<file path="config.mk">
export PLATFORM = sky130hd
export DESIGN_NAME = mm_stream_tx
export DESIGN_NICKNAME = d
export VERILOG_FILES = /design/src/rtl/mm_stream_tx_pkg.sv /design/src/rtl/mm_mat_store.sv /design/src/rtl/mm_stream_tx.sv
export SDC_FILE = /design/constraint.sdc
export NUM_CORES = 1
export LEC_CHECK = 0
export CAP_MARGIN = 20
export CORE_MARGIN = 10
export CORE_UTILIZATION = 40
export CTS_CLUSTER_DIAMETER = 80
export DETAILED_ROUTE_END_ITERATION = 8
export HOLD_SLACK_MARGIN = 0.02
export PLACE_DENSITY_LB_ADDON = 0.08
export SLEW_MARGIN = 15
export SYNTH_ARGS = -nofsm -noshare
export SYNTH_HDL_FRONTEND = slang
export SYNTH_SLANG_ARGS = --single-unit
export TNS_END_PERCENT = 100
</file>
<file path="constraint.sdc">
create_clock -name clk -period 6.2 [get_ports clk]
set_input_delay 1.86 -clock clk [delete_from_list [all_inputs] [get_ports clk]]
set_output_delay 1.86 -clock clk [all_outputs]
set_load 0.01 [all_outputs]
</file>
<file path="src/rtl/mm_stream_tx_pkg.sv">
// Shared types and constants for the matrix-multiplier stream transmitter.
package mm_stream_tx_pkg;
    localparam int MAX_DIM = 4;
    localparam int DATA_W  = 8;
    localparam int RES_W   = 20;
    localparam int ADDR_W  = 4;
    localparam logic [7:0] WDOG_MAX = 8'd255;

    typedef enum logic [2:0] {
        IDLE     = 3'd0,
        SEND1    = 3'd1,
        SEND2    = 3'd2,
        WAIT_RES = 3'd3,
        FINISH   = 3'd4
    } state_t;

    function automatic logic [ADDR_W-1:0] elem_addr(input logic [1:0] row, input logic [1:0] col);
        return {row, col};
    endfunction
endpackage

</file>
<file path="src/rtl/mm_mat_store.sv">
// 16x8 element store: one synchronous write port, one combinational read port.
module mm_mat_store
    import mm_stream_tx_pkg::*;
(
    input  logic              clk,
    input  logic              wr_en_i,
    input  logic [ADDR_W-1:0] wr_addr_i,
    input  logic [DATA_W-1:0] wr_data_i,
    input  logic [ADDR_W-1:0] rd_addr_i,
    output logic [DATA_W-1:0] rd_data_o
);
    logic [DATA_W-1:0] mem_q [MAX_DIM*MAX_DIM];

    always_ff @(posedge clk) begin
        if (wr_en_i) mem_q[wr_addr_i] <= wr_data_i;
    end

    assign rd_data_o = mem_q[rd_addr_i];
endmodule

</file>
<file path="src/rtl/mm_stream_tx.sv">
// Streams two matrices row-major to a multiplier (one element/cycle, stalled by busy)
// and captures its results into a 16x20 buffer, flagging protocol errors and timeouts.
module mm_stream_tx
    import mm_stream_tx_pkg::*;
(
    input  logic             clk,
    input  logic             rst,
    input  logic             start,
    input  logic [3:0]       dim1,
    input  logic [3:0]       dim2,
    input  logic             wr_en,
    input  logic             wr_sel,
    input  logic [3:0]       wr_addr,
    input  logic [7:0]       wr_data,
    output logic [7:0]       in_data,
    output logic             col_end,
    output logic             row_end,
    input  logic             busy,
    input  logic             valid,
    input  logic             is_legal,
    input  logic             change_row,
    input  logic [RES_W-1:0] out_data,
    input  logic [3:0]       res_addr,
    output logic [RES_W-1:0] res_data,
    output logic [4:0]       res_count,
    output logic             done,
    output logic [3:0]       err
);
    state_t      state_q, state_d;
    logic [3:0]  dim1_q, dim1_d, dim2_q, dim2_d;
    logic        legal_q, legal_d;
    logic [1:0]  row_q, row_d, col_q, col_d;
    logic [1:0]  cap_r_q, cap_r_d, cap_c_q, cap_c_d;
    logic [4:0]  res_count_q, res_count_d;
    logic [3:0]  err_q, err_d;
    logic [7:0]  wdog_q, wdog_d;
    logic        buf_we;
    logic        in_send, load_ok;
    logic [1:0]  last_row, last_col;
    logic [7:0]  m1_rdata, m2_rdata;
    logic [RES_W-1:0] res_buf_q [MAX_DIM*MAX_DIM];

    assign load_ok = (state_q == IDLE) || (state_q == FINISH);
    assign in_send = (state_q == SEND1) || (state_q == SEND2);

    mm_mat_store u_mat1 (
        .clk       (clk),
        .wr_en_i   (wr_en && load_ok && !wr_sel),
        .wr_addr_i (wr_addr),
        .wr_data_i (wr_data),
        .rd_addr_i (elem_addr(row_q, col_q)),
        .rd_data_o (m1_rdata)
    );

    mm_mat_store u_mat2 (
        .clk       (clk),
        .wr_en_i   (wr_en && load_ok && wr_sel),
        .wr_addr_i (wr_addr),
        .wr_data_i (wr_data),
        .rd_addr_i (elem_addr(row_q, col_q)),
        .rd_data_o (m2_rdata)
    );

    // Bounds of whichever matrix is currently being streamed.
    assign last_row = (state_q == SEND2) ? dim2_q[3:2] : dim1_q[3:2];
    assign last_col = (state_q == SEND2) ? dim2_q[1:0] : dim1_q[1:0];

    always_comb begin
        state_d     = state_q;
        dim1_d      = dim1_q;
        dim2_d      = dim2_q;
        legal_d     = legal_q;
        row_d       = row_q;
        col_d       = col_q;
        cap_r_d     = cap_r_q;
        cap_c_d     = cap_c_q;
        res_count_d = res_count_q;
        err_d       = err_q;
        wdog_d      = wdog_q;
        buf_we      = 1'b0;
        case (state_q)
            IDLE: begin
                if (start) begin
                    state_d     = SEND1;
                    dim1_d      = dim1;
                    dim2_d      = dim2;
                    legal_d     = (dim1[1:0] == dim2[3:2]);
                    row_d       = 2'd0;
                    col_d       = 2'd0;
                    cap_r_d     = 2'd0;
                    cap_c_d     = 2'd0;
                    res_count_d = 5'd0;
                    err_d       = 4'd0;
                    wdog_d      = 8'd0;
                end
            end
            SEND1, SEND2: begin
                if (!busy) begin
                    if (col_q == last_col) begin
                        col_d = 2'd0;
                        if (row_q == last_row) begin
                            row_d   = 2'd0;
                            wdog_d  = 8'd0;
                            state_d = (state_q == SEND1) ? SEND2 : WAIT_RES;
                        end else begin
                            row_d = row_q + 2'd1;
                        end
                    end else begin
                        col_d = col_q + 2'd1;
                    end
                end
            end
            WAIT_RES: begin
                if (valid) begin
                    wdog_d = 8'd0;
                    if (is_legal) begin
                        err_d[0] = 1'b1;
                        if (legal_q) err_d[1] = 1'b1;
                        state_d = FINISH;
                    end else begin
                        buf_we      = 1'b1;
                        res_count_d = res_count_q + 5'd1;
                        if (!legal_q) err_d[1] = 1'b1;
                        if (change_row != (cap_c_q == dim2_q[1:0])) err_d[2] = 1'b1;
                        if (cap_c_q == dim2_q[1:0]) begin
                            cap_c_d = 2'd0;
                            if (cap_r_q == dim1_q[3:2]) state_d = FINISH;
                            else cap_r_d = cap_r_q + 2'd1;
                        end else begin
                            cap_c_d = cap_c_q + 2'd1;
                        end
                    end
                end else if (wdog_q == WDOG_MAX - 8'd1) begin
                    err_d[3] = 1'b1;
                    state_d  = FINISH;
                end else begin
                    wdog_d = wdog_q + 8'd1;
                end
            end
            FINISH:  state_d = IDLE;
            default: state_d = IDLE;
        endcase
    end

    always_ff @(posedge clk) begin
        if (rst) begin
            state_q     <= IDLE;
            dim1_q      <= 4'd0;
            dim2_q      <= 4'd0;
            legal_q     <= 1'b0;
            row_q       <= 2'd0;
            col_q       <= 2'd0;
            cap_r_q     <= 2'd0;
            cap_c_q     <= 2'd0;
            res_count_q <= 5'd0;
            err_q       <= 4'd0;
            wdog_q      <= 8'd0;
        end else begin
            state_q     <= state_d;
            dim1_q      <= dim1_d;
            dim2_q      <= dim2_d;
            legal_q     <= legal_d;
            row_q       <= row_d;
            col_q       <= col_d;
            cap_r_q     <= cap_r_d;
            cap_c_q     <= cap_c_d;
            res_count_q <= res_count_d;
            err_q       <= err_d;
            wdog_q      <= wdog_d;
        end
    end

    // Result buffer keeps its contents across reset and start.
    always_ff @(posedge clk) begin
        if (buf_we && !rst) res_buf_q[elem_addr(cap_r_q, cap_c_q)] <= out_data;
    end

    assign in_data   = (state_q == SEND1) ? m1_rdata : (state_q == SEND2) ? m2_rdata : 8'd0;
    assign col_end   = in_send && (col_q == last_col);
    assign row_end   = in_send && (row_q == last_row);
    assign res_data  = res_buf_q[res_addr];
    assign res_count = res_count_q;
    assign done      = (state_q == FINISH);
    assign err       = err_q;
endmodule

</file>
Word level (Yosys, flattened, before mapping)

Memory sizes are Yosys's and may differ from the RTL's.
Index checks and enable logic that the tools add are counted.

Eq/ne operators: 29
Multiplexer cells: 63
$add $sub $neg: 6
Reduce and logical (&&, ||, !) cells: 26

Operator list:

| kind                                                             | count |
|---|---|
| 8-bit two-way mux                                                | 8 |
| 2-bit two-way mux                                                | 15 |
| 3-bit two-way mux                                                | 10 |
| 2-bit inequality test (second input constant)                    | 12 |
| 8-bit one-hot mux with 3 select lines                            | 1 |
| 1-bit two-way mux                                                | 18 |
| 2-bit one-hot mux with 2 select lines                            | 4 |
| 4-bit AND reduction                                              | 4 |
| 5-bit two-way mux                                                | 3 |
| 3-bit inequality test (second input constant)                    | 4 |
| 6-bit AND reduction                                              | 2 |
| 2-bit == test                                                    | 5 |
| 5-bit one-hot mux with 2 select lines                            | 1 |
| 5-bit AND reduction                                              | 2 |
| 3-bit one-hot mux with 3 select lines                            | 1 |
| 2-bit by 1-bit adder with 2-bit output (second input constant)   | 4 |
| 8-bit by 1-bit adder with 8-bit output (second input constant)   | 1 |
| 8-bit == test (second input constant)                            | 1 |
| 4-bit inequality test (second input constant)                    | 2 |
| 4-bit one-hot mux with 2 select lines                            | 1 |
| 7-bit AND reduction                                              | 1 |
| 3-bit by 2-bit == test with 1-bit output (second input constant) | 2 |
| 1-bit logical AND                                                | 6 |
| 5-bit by 1-bit adder with 5-bit output (second input constant)   | 1 |
| 12 further kinds                                                 | 15 |

Logic and storage cells: 141
Bits in writable memories: 576
Output and inout port bits: 40
Register bits after elaboration: 37
Memories: 3

Memories:

| name         | words | bits a word | rd ports | clocked after memory_dff | write ports | RTL line           | source |
|---|---|---|---|---|---|---|---|
| res_buf_q    | 16    | 20          | 1        | 0                        | 1           | mm_stream_tx.sv:41 | `logic [RES_W-1:0] res_buf_q [MAX_DIM*MAX_DIM];` |
| u_mat1.mem_q | 16    | 8           | 1        | 0                        | 1           | mm_mat_store.sv:12 | `logic [DATA_W-1:0] mem_q [MAX_DIM*MAX_DIM];` |
| u_mat2.mem_q | 16    | 8           | 1        | 0                        | 1           | mm_mat_store.sv:12 |  |

Logic depth before layout (Yosys ltp)

Depth in word-level cells: 7
Gate-level depth with buffers: 9

Modules after synthesis

Synthesis repeated with hierarchy kept, for this count alone.

Cell total of the unflattened synthesis: 1166
Area total of the unflattened synthesis: 24199.5 sq um

By module, submodules not included:

| module       | instances | area an instance (sq um) | cells each |
|---|---|---|---|
| mm_stream_tx | 1         | 14224.9                  | 724 |
| mm_mat_store | 2         | 4987.3                   | 221 |

Worst setup path after synthesis

No wires, ideal clock.

Kind: input to output
Start: input res_addr[0]
End: output res_data[0]
Stages on the path: 4
Arrival: 3.374 ns
Path slack: 0.966 ns
Path buffers: 2
Required time: 4.340 ns
Cells stage by stage: clkbuf_1 -> buf_2 -> mux4_2 -> mux4_2

Longest elaborated chain between the ends: 1

RTL lines:

| what               | RTL line           | source |
|---|---|---|
| from (decl)        | mm_stream_tx.sv:23 | `input logic [3:0] res_addr,` |
| memory 16 x 20 bit | n/a                |  |
| to (decl)          | mm_stream_tx.sv:24 | `output logic [RES_W-1:0] res_data,` |

Every way passes these cells.

Worst setup path after layout

Start: input res_addr[0]
End: output res_data[13]

Same word-level chain as after synthesis.

==> flow_summary.ini <==
[status]
status = complete, no violations

[clock_network]
cts_resized = 0
cts_tree = done
cts.hold.buffers_added = 0
htreeDepth = 3
clk_transition_reported_paths_ps = 60
clock_sink_count = 613
worstSkewPairLatency_ps = 590
post-cts-setup-buffers = 0
clockRootBuffer = sky130_fd_sc_hd__clkbuf_16
max-clock-path-buffers = 3
tritoncts.num_buffers = 67

[timing]
hold-worst-slack_ps = 458
tightest_slew_ps = 935
setup-violations-final = 0
hold_violations = 0
final.setup_skew_ps = 16.0
layout_worst_path_cycle_share = 0.933
minimum_clock_period_ps = 5780
layout_setup_ws_ps = 416
slew_violations = 0
fin_setup_tns_ps = 0
slew-limit-headroom = 0.375
max_freq_mhz = 173
grt_setup_unrepaired = no

[job]
max_cap_violations = 0

[cells_and_area]
n_fill_cell = 4892
area_growth_syn_to_layout_pct = 17.1
drive_gt1_frac = 0.251
design_area_sq_um = 28100
final_core_util = 0.474
mostFrequentLayoutCells = sky130_fd_sc_hd__edfxtp_1, sky130_fd_sc_hd__mux4_2, sky130_fd_sc_hd__clkdlybuf4s50_1, sky130_fd_sc_hd__clkbuf_16, sky130_fd_sc_hd__nor2_1
register_area_sq_um = 18000
finish.net_count = 1331
multiInputGateArea_sq_um = 5660
mostFrequentLayoutCell = sky130_fd_sc_hd__edfxtp_1
final_cell_count_no_fill = 2085
antenna_cells_inserted = 0

[pwr]
p_sw_frac = 0.227
p_comb_frac = 0.109
intPower_mw = 7.31
p_seq_frac = 0.490
ir_drop_mv = 0.213
netSwitchingPower_mw = 2.14
ratio_of_total_power_to_cell_area_nw_per_um2 = 337
p_leak_nw = 8.74
clock_power_share = 0.402
totalPowerFinal_mw = 9.45

[synthesis]
async_reset_ff_frac = 0
yosys_register_bits = 613
seq_area_frac_synth = 0.753
netlist-cell-type-count = 45
syn-cell-area_sq_um = 24000
synth.net_count = 1192
syn_avg_cell_area_sq_um = 21.2
synth_enable_flop_cells = 576
synthFlopType = sky130_fd_sc_hd__edfxtp_1
synthesis.yosys.warnings = 0
syn_inst = 1128

[floorplan]
floorplan.die.width_microns = 265
start_util = 0.405
core_area_sq_um = 59100
io_pins = 93
dieHeight_microns = 265
die_area_sq_um = 70100
placement_rows = 89

[setup_path]
endpoint_of_the_worst_slack_reg_to_reg_timing_path = res_buf_q[11][1]
timing.rr.start = state_q[0]
setup.worst_path.class = input pin to primary output
critPathCaptureType = primary output
cells_on_worst_reg2reg_path = 5
critical_path_required_ps = 4340
timing.critical_path.fanout_max = 15
regToRegSetupSlack_ps = 2990
worstPathArrival_ps = 3920
critical_path.startpoint_type = input pin

[hold_path]
min-delay-start = dim1_q[0]
worstHoldPathCells = 2
timing.hold.worst.class = register to register
min_to = dim1_q[0]

[detailed_routing]
totalWireLength_microns = 53000
antenna_violating_nets_post_route = 0
drt_iter0_drc = 883
remaining_drc_errors = 0
drt-wirelength-per-cell_microns = 25.4
routedLengthMet1_microns = 23700
via_count = 11300
routed-wl-met3_microns = 2560
vias_per_cell = 5.42
detailroute.wirelength.met2_microns = 25500
firstDrtPassIters = 7
routed.top_layer = met4

[place]
place_inst = 1971
placed_cell_area_sq_um = 26000
hpwlAfterDp_microns = 30900
placement.io_buffers = 92
gp_congestion = 0.726
detailedPlace.worstSlack_ps = 366

[grt]
number_of_antenna_violations_at_the_first_check_in_global_routing = 0
grt.overflow.total = 0
maximum_number_of_pins_on_one_net_before_global_route_repair = 56
grt_pass1_vias = 12000
groute.usage.overall = 0.152
grt_first_pass_wirelength_microns = 79600
==> area by class of cell <==
class	count	area share
Sequential cell	613	0.643
Tap cell	773	0.0345
Clock inverter	25	0.00794
Clock buffer	89	0.0661
Multi-Input combinational cell	449	0.202
Timing Repair Buffer	129	0.0456
Inverter	7	0.000936
==> cell usage after synthesis, types with 5 or more instances <==
master | instances | area, sq um
sky130_fd_sc_hd__edfxtp_1 | 576 | 17300
sky130_fd_sc_hd__mux4_2 | 180 | 4050
sky130_fd_sc_hd__nor2_1 | 63 | 236
sky130_fd_sc_hd__nand2_1 | 39 | 146
sky130_fd_sc_hd__clkbuf_1 | 37 | 139
sky130_fd_sc_hd__dfxtp_1 | 37 | 741
sky130_fd_sc_hd__a21oi_1 | 23 | 115
sky130_fd_sc_hd__and3_1 | 18 | 113
sky130_fd_sc_hd__buf_2 | 15 | 75.1
sky130_fd_sc_hd__ha_1 | 11 | 138
sky130_fd_sc_hd__nand2b_1 | 10 | 62.6
sky130_fd_sc_hd__nor3_1 | 10 | 50.1
sky130_fd_sc_hd__a22oi_1 | 9 | 67.6
sky130_fd_sc_hd__xnor2_1 | 9 | 78.8
sky130_fd_sc_hd__nand4_1 | 8 | 50.1
sky130_fd_sc_hd__xor2_1 | 8 | 70.1
sky130_fd_sc_hd__inv_1 | 7 | 26.3
sky130_fd_sc_hd__nand3_1 | 7 | 35.0
sky130_fd_sc_hd__mux2i_1 | 6 | 60.1
sky130_fd_sc_hd__a311oi_1 | 5 | 43.8
sky130_fd_sc_hd__buf_1 | 5 | 18.8
sky130_fd_sc_hd__o21ai_0 | 5 | 25.0
==> kinds of logic after synthesis <==
| group | count (synthesis) | share of synthesized area |
|---|---|---|
| simple gates | 176 | 0.0358 |
| fa+ha+maj | 12 | 0.00621 |
| buf+inv | 66 | 0.0116 |
| mux | 186 | 0.172 |
| xor+xnor | 17 | 0.00622 |
| compound gates | 58 | 0.0156 |
| flops | 613 | 0.753 |
==> sequential cells by signal, summed over array words and instances (netlist names), 4 cells and up <==
register and count:
wdog_q 8, u_mat1.mem_q 128, dim1_q 4, u_mat2.mem_q 128, res_count 5, dim2_q 4, err 4, res_buf_q 320
==> critical path, stage by stage <==
cell and delay (ps):
sky130_fd_sc_hd__buf_4 200, sky130_fd_sc_hd__buf_4 330, sky130_fd_sc_hd__mux4_2 550, sky130_fd_sc_hd__mux4_2 470, sky130_fd_sc_hd__clkdlybuf4s50_1 490
==> layer usage <==
| metal | vias to the layer above | global-route usage |
|---|---|---|
| li1 | 4973 | - |
| met1 | 5978 | 0.209 |
| met2 | 263 | 0.242 |
| met3 | 81 | 0.0321 |
| met4 | 0 | 0.0440 |
| met5 | - | 0 |
==> power groups by stage <==
stage / Combinational (mW) / Sequential (mW) / Clock (mW)
after detailed placement: 1.04 / 4.72 / 0
after global placement: 1.04 / 4.72 / 0
final: 1.03 / 4.63 / 3.80
after CTS: 1.05 / 4.63 / 3.90
after floorplan: 0.672 / 4.67 / 0
after global routing: 1.12 / 4.64 / 4.07
==> how the worst max path moves through the flow <==
stage | startpoint | end | slack (ps) | cells after the start
floorplan | res_addr[0] | res_data[0] | 970 | 4
global placement | res_addr[0] | res_data[11] | 380 | 5
global route | res_addr[0] | res_data[13] | 320 | 5
detailed placement | res_addr[0] | res_data[11] | 370 | 5
finish | res_addr[0] | res_data[13] | 420 | 5
CTS | res_addr[0] | res_data[11] | 360 | 5
No activity file was read; power rests on OpenSTA's default activity.
